`config.mk`:
```
export PLATFORM = sky130hd
export DESIGN_NAME = lsq_param
export DESIGN_NICKNAME = d
export VERILOG_FILES = /design/src/rtl/lsq_param.sv
export SDC_FILE = /design/constraint.sdc
export NUM_CORES = 2
export LEC_CHECK = 0
export CAP_MARGIN = 20
export CORE_ASPECT_RATIO = 2
export CORE_MARGIN = 10
export CORE_UTILIZATION = 40
export CTS_BUF_LIST = sky130_fd_sc_hd__clkbuf_16
export CTS_CLUSTER_SIZE = 8
export DETAILED_ROUTE_END_ITERATION = 10
export PLACE_DENSITY = 0.56
export SLEW_MARGIN = 10
export SYNTH_ARGS = -nofsm -noshare
export SYNTH_HDL_FRONTEND = slang
export SYNTH_SLANG_ARGS = --single-unit
```
`constraint.sdc`:
```
create_clock -name clk_in -period 5.75 [get_ports clk_in]
set_input_delay 0.8625 -clock clk_in [delete_from_list [all_inputs] [get_ports clk_in]]
set_output_delay 0.8625 -clock clk_in [all_outputs]
set_load 0.03 [all_outputs]
```
`src/rtl/lsq_param.sv`:
```
// lsq_param: parametrised in-order load/store queue.
// Entries are captured from the decoder and woken up from the CDB channels.
// Ready entries are sent to memory one at a time from the head, and the
// load result is extended and broadcast on completion.
// Optional feature macro: LSQ_MISALIGN_CHK_EN. When it is defined, misaligned
// halfword/word accesses at the head raise out_exc instead of going to memory.
module lsq_param #(
  parameter int DEPTH = 8,
  parameter int ROB_W = 4,
  parameter int CDB_N = 2
) (
  input  logic                   clk_in,
  input  logic                   rst_in,
  input  logic                   rdy_in,
  input  logic                   clear,
  output logic                   full,
  input  logic                   dec_valid,
  input  logic [3:0]             dec_type,
  input  logic [31:0]            dec_vj,
  input  logic [31:0]            dec_vk,
  input  logic                   dec_dj,
  input  logic                   dec_dk,
  input  logic [ROB_W-1:0]       dec_qj,
  input  logic [ROB_W-1:0]       dec_qk,
  input  logic [31:0]            dec_imm,
  input  logic [ROB_W-1:0]       dec_rob_id,
  input  logic [CDB_N-1:0]       cdb_valid,
  input  logic [CDB_N*ROB_W-1:0] cdb_rob_id,
  input  logic [CDB_N*32-1:0]    cdb_value,
  input  logic                   commit_valid,
  input  logic [ROB_W-1:0]       commit_rob_id,
  output logic                   mem_req,
  output logic [31:0]            mem_addr,
  output logic [31:0]            mem_wdata,
  output logic [3:0]             mem_type,
  input  logic                   mem_done,
  input  logic [31:0]            mem_rdata,
  output logic                   out_valid,
  output logic [ROB_W-1:0]       out_rob_id,
  output logic [31:0]            out_value,
  output logic                   out_exc
);

  localparam int PTR_W = $clog2(DEPTH);
  localparam int CNT_W = PTR_W + 1;
  localparam logic [PTR_W-1:0] PTR_ONE  = PTR_W'(1);
  localparam logic [CNT_W-1:0] CNT_FULL = CNT_W'(DEPTH);

  localparam logic [1:0] ST_IDLE  = 2'd0;
  localparam logic [1:0] ST_WAIT  = 2'd1;
  localparam logic [1:0] ST_DRAIN = 2'd2;

  // Search all CDB channels for a tag; result is {hit, value}. The loop runs
  // from the top channel down so the lowest matching index wins.
  function automatic logic [32:0] cdb_lookup(
    input logic [ROB_W-1:0]       tag,
    input logic [CDB_N-1:0]       vld,
    input logic [CDB_N*ROB_W-1:0] ids,
    input logic [CDB_N*32-1:0]    vals
  );
    logic [32:0] r;
    r = '0;
    for (int c = CDB_N - 1; c >= 0; c--) begin
      if (vld[c] && (ids[c*ROB_W +: ROB_W] == tag)) begin
        r = {1'b1, vals[c*32 +: 32]};
      end
    end
    return r;
  endfunction

  // Extend raw LSB-aligned memory data according to the load type.
  function automatic logic [31:0] load_ext(input logic [3:0] t, input logic [31:0] d);
    logic [31:0] r;
    case (t)
      4'b0000: r = {{24{d[7]}}, d[7:0]};
      4'b0001: r = {{16{d[15]}}, d[15:0]};
      4'b0100: r = {24'd0, d[7:0]};
      4'b0101: r = {16'd0, d[15:0]};
      default: r = d;
    endcase
    return r;
  endfunction

  // Entry storage
  logic             busy_q [DEPTH];
  logic [3:0]       typ_q  [DEPTH];
  logic [31:0]      vj_q   [DEPTH];
  logic [31:0]      vk_q   [DEPTH];
  logic             dj_q   [DEPTH];
  logic             dk_q   [DEPTH];
  logic [ROB_W-1:0] qj_q   [DEPTH];
  logic [ROB_W-1:0] qk_q   [DEPTH];
  logic [31:0]      imm_q  [DEPTH];
  logic [ROB_W-1:0] rob_q  [DEPTH];
  logic             cmt_q  [DEPTH];

  logic [PTR_W-1:0] head_q, head_d, tail_q, tail_d;
  logic [CNT_W-1:0] count_q, count_d;
  logic             full_q, full_d;
  logic [1:0]       state_q, state_d;

  logic             mem_req_q;
  logic [31:0]      mem_addr_q, mem_wdata_q;
  logic [3:0]       mem_type_q;
  logic             out_valid_q;
  logic [ROB_W-1:0] out_rob_id_q;
  logic [31:0]      out_value_q;

  // Per-entry wakeup lookups and the issue-time bypass lookups
  logic [32:0] wj [DEPTH];
  logic [32:0] wk [DEPTH];
  logic [32:0] ij, ik;

  genvar gi;
  generate
    for (gi = 0; gi < DEPTH; gi++) begin : g_snoop
      assign wj[gi] = cdb_lookup(qj_q[gi], cdb_valid, cdb_rob_id, cdb_value);
      assign wk[gi] = cdb_lookup(qk_q[gi], cdb_valid, cdb_rob_id, cdb_value);
    end
  endgenerate

  assign ij = cdb_lookup(dec_qj, cdb_valid, cdb_rob_id, cdb_value);
  assign ik = cdb_lookup(dec_qk, cdb_valid, cdb_rob_id, cdb_value);

  // Head view: eligibility uses only registered operand/commit state
  logic [31:0] head_addr;
  logic        head_elig;
  logic        act;
  logic        issue_en;
  logic        start;
  logic        pop_mem;
  logic        pop_exc;
  logic        pop;

  assign head_addr = vj_q[head_q] + imm_q[head_q];
  assign head_elig = busy_q[head_q] && !dj_q[head_q] && !dk_q[head_q] &&
                     (!typ_q[head_q][3] || cmt_q[head_q]);
  assign act       = rdy_in && !clear;
  assign issue_en  = act && dec_valid && !full_q;

`ifdef LSQ_MISALIGN_CHK_EN
  logic head_misal;
  assign head_misal = ((typ_q[head_q][1:0] == 2'b01) && head_addr[0]) ||
                      ((typ_q[head_q][1:0] == 2'b10) && (head_addr[1:0] != 2'b00));
  assign pop_exc    = act && (state_q == ST_IDLE) && head_elig && head_misal;
`else
  logic head_misal;
  assign head_misal = 1'b0;
  assign pop_exc    = 1'b0;
`endif

  assign start   = act && (state_q == ST_IDLE) && head_elig && !head_misal;
  assign pop_mem = act && (state_q == ST_WAIT) && mem_done;
  assign pop     = pop_mem || pop_exc;

  // Pointer, occupancy and full-flag next state
  always_comb begin
    head_d  = head_q;
    tail_d  = tail_q;
    count_d = count_q;
    if (clear) begin
      head_d  = '0;
      tail_d  = '0;
      count_d = '0;
    end else begin
      if (issue_en) tail_d = tail_q + PTR_ONE;
      if (pop)      head_d = head_q + PTR_ONE;
      count_d = count_q + CNT_W'(issue_en) - CNT_W'(pop);
    end
    full_d = (count_d == CNT_FULL);
  end

  // Memory FSM next state; a flush mid-access keeps the request alive in DRAIN
  always_comb begin
    state_d = state_q;
    case (state_q)
      ST_IDLE:  if (start) state_d = ST_WAIT;
      ST_WAIT: begin
        if (clear)         state_d = mem_done ? ST_IDLE : ST_DRAIN;
        else if (mem_done) state_d = ST_IDLE;
      end
      ST_DRAIN: if (mem_done) state_d = ST_IDLE;
      default:  state_d = ST_IDLE;
    endcase
  end

  // Entry array: issue write with bypass, wakeup, commit marking and pop
  always_ff @(posedge clk_in) begin
    if (rst_in) begin
      for (int i = 0; i < DEPTH; i++) begin
        busy_q[i] <= 1'b0;
        typ_q[i]  <= '0;
        vj_q[i]   <= '0;
        vk_q[i]   <= '0;
        dj_q[i]   <= 1'b0;
        dk_q[i]   <= 1'b0;
        qj_q[i]   <= '0;
        qk_q[i]   <= '0;
        imm_q[i]  <= '0;
        rob_q[i]  <= '0;
        cmt_q[i]  <= 1'b0;
      end
    end else if (rdy_in) begin
      for (int i = 0; i < DEPTH; i++) begin
        if (clear) begin
          busy_q[i] <= 1'b0;
          cmt_q[i]  <= 1'b0;
        end else if (issue_en && (tail_q == PTR_W'(i))) begin
          busy_q[i] <= 1'b1;
          typ_q[i]  <= dec_type;
          vj_q[i]   <= (dec_dj && ij[32]) ? ij[31:0] : dec_vj;
          vk_q[i]   <= (dec_dk && ik[32]) ? ik[31:0] : dec_vk;
          dj_q[i]   <= dec_dj && !ij[32];
          dk_q[i]   <= dec_dk && !ik[32];
          qj_q[i]   <= dec_qj;
          qk_q[i]   <= dec_qk;
          imm_q[i]  <= dec_imm;
          rob_q[i]  <= dec_rob_id;
          cmt_q[i]  <= 1'b0;
        end else if (busy_q[i]) begin
          if (pop && (head_q == PTR_W'(i))) busy_q[i] <= 1'b0;
          if (dj_q[i] && wj[i][32]) begin
            vj_q[i] <= wj[i][31:0];
            dj_q[i] <= 1'b0;
          end
          if (dk_q[i] && wk[i][32]) begin
            vk_q[i] <= wk[i][31:0];
            dk_q[i] <= 1'b0;
          end
          if (commit_valid && typ_q[i][3] && (rob_q[i] == commit_rob_id)) cmt_q[i] <= 1'b1;
        end
      end
    end
  end

  // Control registers: pointers, count, full flag and FSM state
  always_ff @(posedge clk_in) begin
    if (rst_in) begin
      head_q  <= '0;
      tail_q  <= '0;
      count_q <= '0;
      full_q  <= 1'b0;
      state_q <= ST_IDLE;
    end else if (rdy_in) begin
      head_q  <= head_d;
      tail_q  <= tail_d;
      count_q <= count_d;
      full_q  <= full_d;
      state_q <= state_d;
    end
  end

  // Memory request registers: latched when the access starts, held until done
  always_ff @(posedge clk_in) begin
    if (rst_in) begin
      mem_req_q   <= 1'b0;
      mem_addr_q  <= '0;
      mem_wdata_q <= '0;
      mem_type_q  <= '0;
    end else if (rdy_in) begin
      mem_req_q <= (state_d != ST_IDLE);
      if (start) begin
        mem_addr_q  <= head_addr;
        mem_wdata_q <= vk_q[head_q];
        mem_type_q  <= typ_q[head_q];
      end
    end
  end

  // Result broadcast: one-cycle pulse per pop, stores report zero
  always_ff @(posedge clk_in) begin
    if (rst_in) begin
      out_valid_q  <= 1'b0;
      out_rob_id_q <= '0;
      out_value_q  <= '0;
    end else if (rdy_in) begin
      out_valid_q <= pop;
      if (pop) begin
        out_rob_id_q <= rob_q[head_q];
        out_value_q  <= (pop_mem && !mem_type_q[3]) ? load_ext(mem_type_q, mem_rdata) : 32'd0;
      end
    end
  end

`ifdef LSQ_MISALIGN_CHK_EN
  logic out_exc_q;
  // Exception flag accompanies the result pulse of a trapped misaligned op
  always_ff @(posedge clk_in) begin
    if (rst_in)      out_exc_q <= 1'b0;
    else if (rdy_in) out_exc_q <= pop_exc;
  end
  assign out_exc = out_exc_q;
`else
  assign out_exc = 1'b0;
`endif

  assign full       = full_q;
  assign mem_req    = mem_req_q;
  assign mem_addr   = mem_addr_q;
  assign mem_wdata  = mem_wdata_q;
  assign mem_type   = mem_type_q;
  assign out_valid  = out_valid_q;
  assign out_rob_id = out_rob_id_q;
  assign out_value  = out_value_q;

endmodule

```
==> impl_metrics.csv <==
group,metric,value,unit
status,status,"finished, final reports clean",
logic_synthesis,syn_avg_cell_area,12.6,µm²
drt,firstDrtPassIters,6,
clock_network,htreeDepth,4,
floorplanning,start_util,0.401,
logic_synthesis,seq_area_frac_synth,0.531,
pwr,p_leak,22.0,nW
logic_synthesis,syn_inst,4540,
critical_path,worstPathCellList,"buf_12 > mux4_2 > mux2_2 > ha_1 > nand2_1 > nor3_1 > or4b_2 > nand3_1 > a211oi_1 > xor2_1 > a211oi_1",
logic_synthesis,synth_area_leaders,"edfxtp_1, mux2i_1, mux4_2",
job,maxCapViolCount,0,
drt,routed.top_layer,"met5",
global_routing,grt_use_total,0.265,
critical_path,crit_fanout,67,
sta,tightest_slew,1130,ps
sta,min_period_over_period,0.815,
logic_synthesis,yosysTopAreaCellShare,0.488,
global_routing,grt_pass1_wl,307000,µm
critical_path,path_buf_inv,1,
global_routing,grt_overflow_total,0,
clock_network,cts_hold_buf,0,
critical_path,worstSetupPathType,"reg2reg",
pwr,combPwrFrac,0.105,
sta,hold_violations,0,
drt,wl_met2,114000,µm
clock_network,insertion_delay,780,ps
global_routing,antenna_found_initial,7,
drt,vias,41800,
drt,ant_nets,0,
sta,setup_viol,0,
critical_path,cpMaxStageDelayCell,"dfxtp_4",
global_routing,grt_pass1_vias,43900,
logic_synthesis,syn_area,0.0571,mm²
logic_synthesis,ys.flop_type,"edfxtp_1",
sta,finalCriticalPeriod,4690,ps
logic_synthesis,yosysWarningCount,0,
logic_synthesis,async_reset_ff_frac,0,
final_layout,synthToLayoutAreaGrowth,17.0,%
logic_synthesis,synth_nets,4820,
clock_network,cts_tree,"done",
critical_path,cpPeakStageDelay,710,ps
floorplanning,die-area,0.159,mm²
critical_path,cp-start-kind,"register",
sta,drv_slew,0,
pwr,netSwitchingFraction,0.254,
drt,totalWireLength,216000,µm
final_layout,nets,4978,
final_layout,drive_above_1_share,0.159,
placed_design,hpwl,139000,µm
pwr,power,19.1,mW
placed_design,place_congestion,0.927,
pwr,ir_worst_vdd,0.000219,V
drt,wl_met3,14000,µm
sta,finalClockSkew,26.3,ps
pwr,p_seq_frac,0.460,
pwr,switching_power,4.85,mW
sta,rsz0062_at_grt,"false",
final_layout,nFillCells,13000,
floorplanning,dieHeight,554,µm
logic_synthesis,synth_edf_count,928,
final_layout,multiInputGateArea,0.0246,mm²
pwr,p_int,14.2,mW
drt,drt-vias-per-instance,6.25,
drt,drc,0,
logic_synthesis,synth_cell_type_count,78,
clock_network,cts_setup_buffers,0,
floorplanning,ios,339,
floorplanning,design.core.area,0.142,mm²
clock_network,root_buffer,"clkbuf_16",
clock_network,path_clk_slew,60,ps
floorplanning,rows,196,
clock_network,cts_buffer_depth,3,
critical_path,worstPathArrival,5380,ps
pwr,power_frac_clock,0.434,
floorplanning,die_w,287,µm
global_routing,grt_max_degree,86,
sta,slew_headroom,0.242,
pwr,powerDensity,286,mW/mm²
sta,fin_setup_tns,0,ps
critical_path,crit_required,6450,ps
critical_path,critPathTopFamily,"simple AND/OR/NAND/NOR gates",
drt,drt_iter0_markers,3663,
logic_synthesis,ys_seq_elements,1050,
drt,m1WireLength,75300,µm
min_path,min_path_type,"reg2reg",
clock_network,cts_buffers,149,
drt,detail_route.wl_per_cell,32.3,µm
sta,max_freq,213,MHz
clock_network,cts.sinks,1050,
critical_path,crit_top_cell,"a211oi_1",
placed_design,io_buffer_count,337,
logic_synthesis,synth_top_cell_by_area,"edfxtp_1",
final_layout,final-seq-area,0.0303,mm²
clock_network,cts_resized,0,
critical_path,crit_path_end_kind,"register",
final cells by class:
| type | instances | area share |
|---|---|---|
| clock inverter | 97 | 0.00697 |
| antenna | 4 | 0.000150 |
| timing repair buffer | 503 | 0.0727 |
| multi-input combinational | 2914 | 0.368 |
| inverter | 80 | 0.00452 |
| tap | 1881 | 0.0353 |
| clock buffer | 155 | 0.0581 |
| sequential | 1050 | 0.454 |
per-stage QoR:
stage,util,setup WS (ps),hold WS [ps],instance area (µm²),cells
after floorplan,-,1180,450,57100,4540
final,0.469,1060,447,66800,6684
after global placement,0.439,1070,440,62400,6427
after detailed placement,0.439,1050,443,62400,6427
after global routing,0.469,871,462,66700,6682
after CTS,0.469,1050,449,66700,6679
sequential cells by signal, summed over array words and instances, names as in the netlist, 8 cells and up, named ones only:
signal and flops:
imm_q 256, vj_q 256, mem_addr 32, mem_wdata 32, rob_q 32, typ_q 32
cmt_q 8, vk_q 256, dk_q 8, qj_q 32, out_value 32, busy_q 8
qk_q 32, dj_q 8
placed cells by master (no fill, tap or decap), types with 70 or more instances in the layout:
cell,netlist,final
xor2_1,125,125
clkdlybuf4s50_1,0,335
mux4_2,209,209
xnor2_1,70,70
edfxtp_1,928,928
a21oi_1,125,125
o22ai_1,502,502
inv_1,78,158
buf_4,8,146
clkbuf_16,0,155
nand2_1,235,226
nor2_1,435,435
dfxtp_1,122,116
mux2i_1,553,553
kinds of logic after synthesis:
logic type,Yosys count,share of synthesized area
multiplexers,824,0.192
other,1,0.0000657
AO/OA/AOI/OAI,894,0.115
buffers and inverters,576,0.0418
AND/OR/NAND/NOR,951,0.0795
adder cells (fa/ha/maj),49,0.0110
XOR/XNOR,195,0.0299
flip-flops,1050,0.531
path summary, 6_finish.rpt:
| check | startpoint | endpoint | slack [ps] | depth (start not counted) |
|---|---|---|---|---|
| worst max register to register | register | mem_addr[28] | 1060 | 11 |
| worst min-delay path | out_value[22] | out_value[22] | 450 | 2 |
| worst min register to register | out_value[22] | out_value[22] | 450 | 2 |
| worst max-delay path | register | mem_addr[28] | 1060 | 11 |
per-layer routing:
metal  vias to the layer above  global-route usage
met5                         -                   0
met4                         6               0.154
met3                       669              0.0433
met2                      2138               0.484
met1                     21200               0.285
li1                      17700                   -
synthesized netlist by cell type, drive strengths merged (62+ instances only):
library cell	number
clkbuf	370
a21oi	125
edfxtp	928
xnor2	70
o22ai	547
mux2i	553
xor2	125
mux2	62
buf	126
nor2	435
nand2b	63
nand2	236
inv	80
mux4	209
dfxtp	122
tightest hold or removal path: cells and delay by family, from the launching register on:
family	cells	cell delay [ps]
DFF	1	300
AOI/OAI and AO/OA	1	50
and+or+nand+nor	1	50
power by group through the flow:
stage / clock network, mW / logic [mW] / registers, mW
after detailed placement: 0 / 1.98 / 8.92
after global routing: 8.63 / 2.11 / 8.79
after floorplan: 0 / 1.18 / 8.89
after global placement: 0 / 1.97 / 8.91
final: 8.28 / 2.01 / 8.77
after CTS: 8.37 / 1.99 / 8.77
Power figures use the tool's default switching activity.
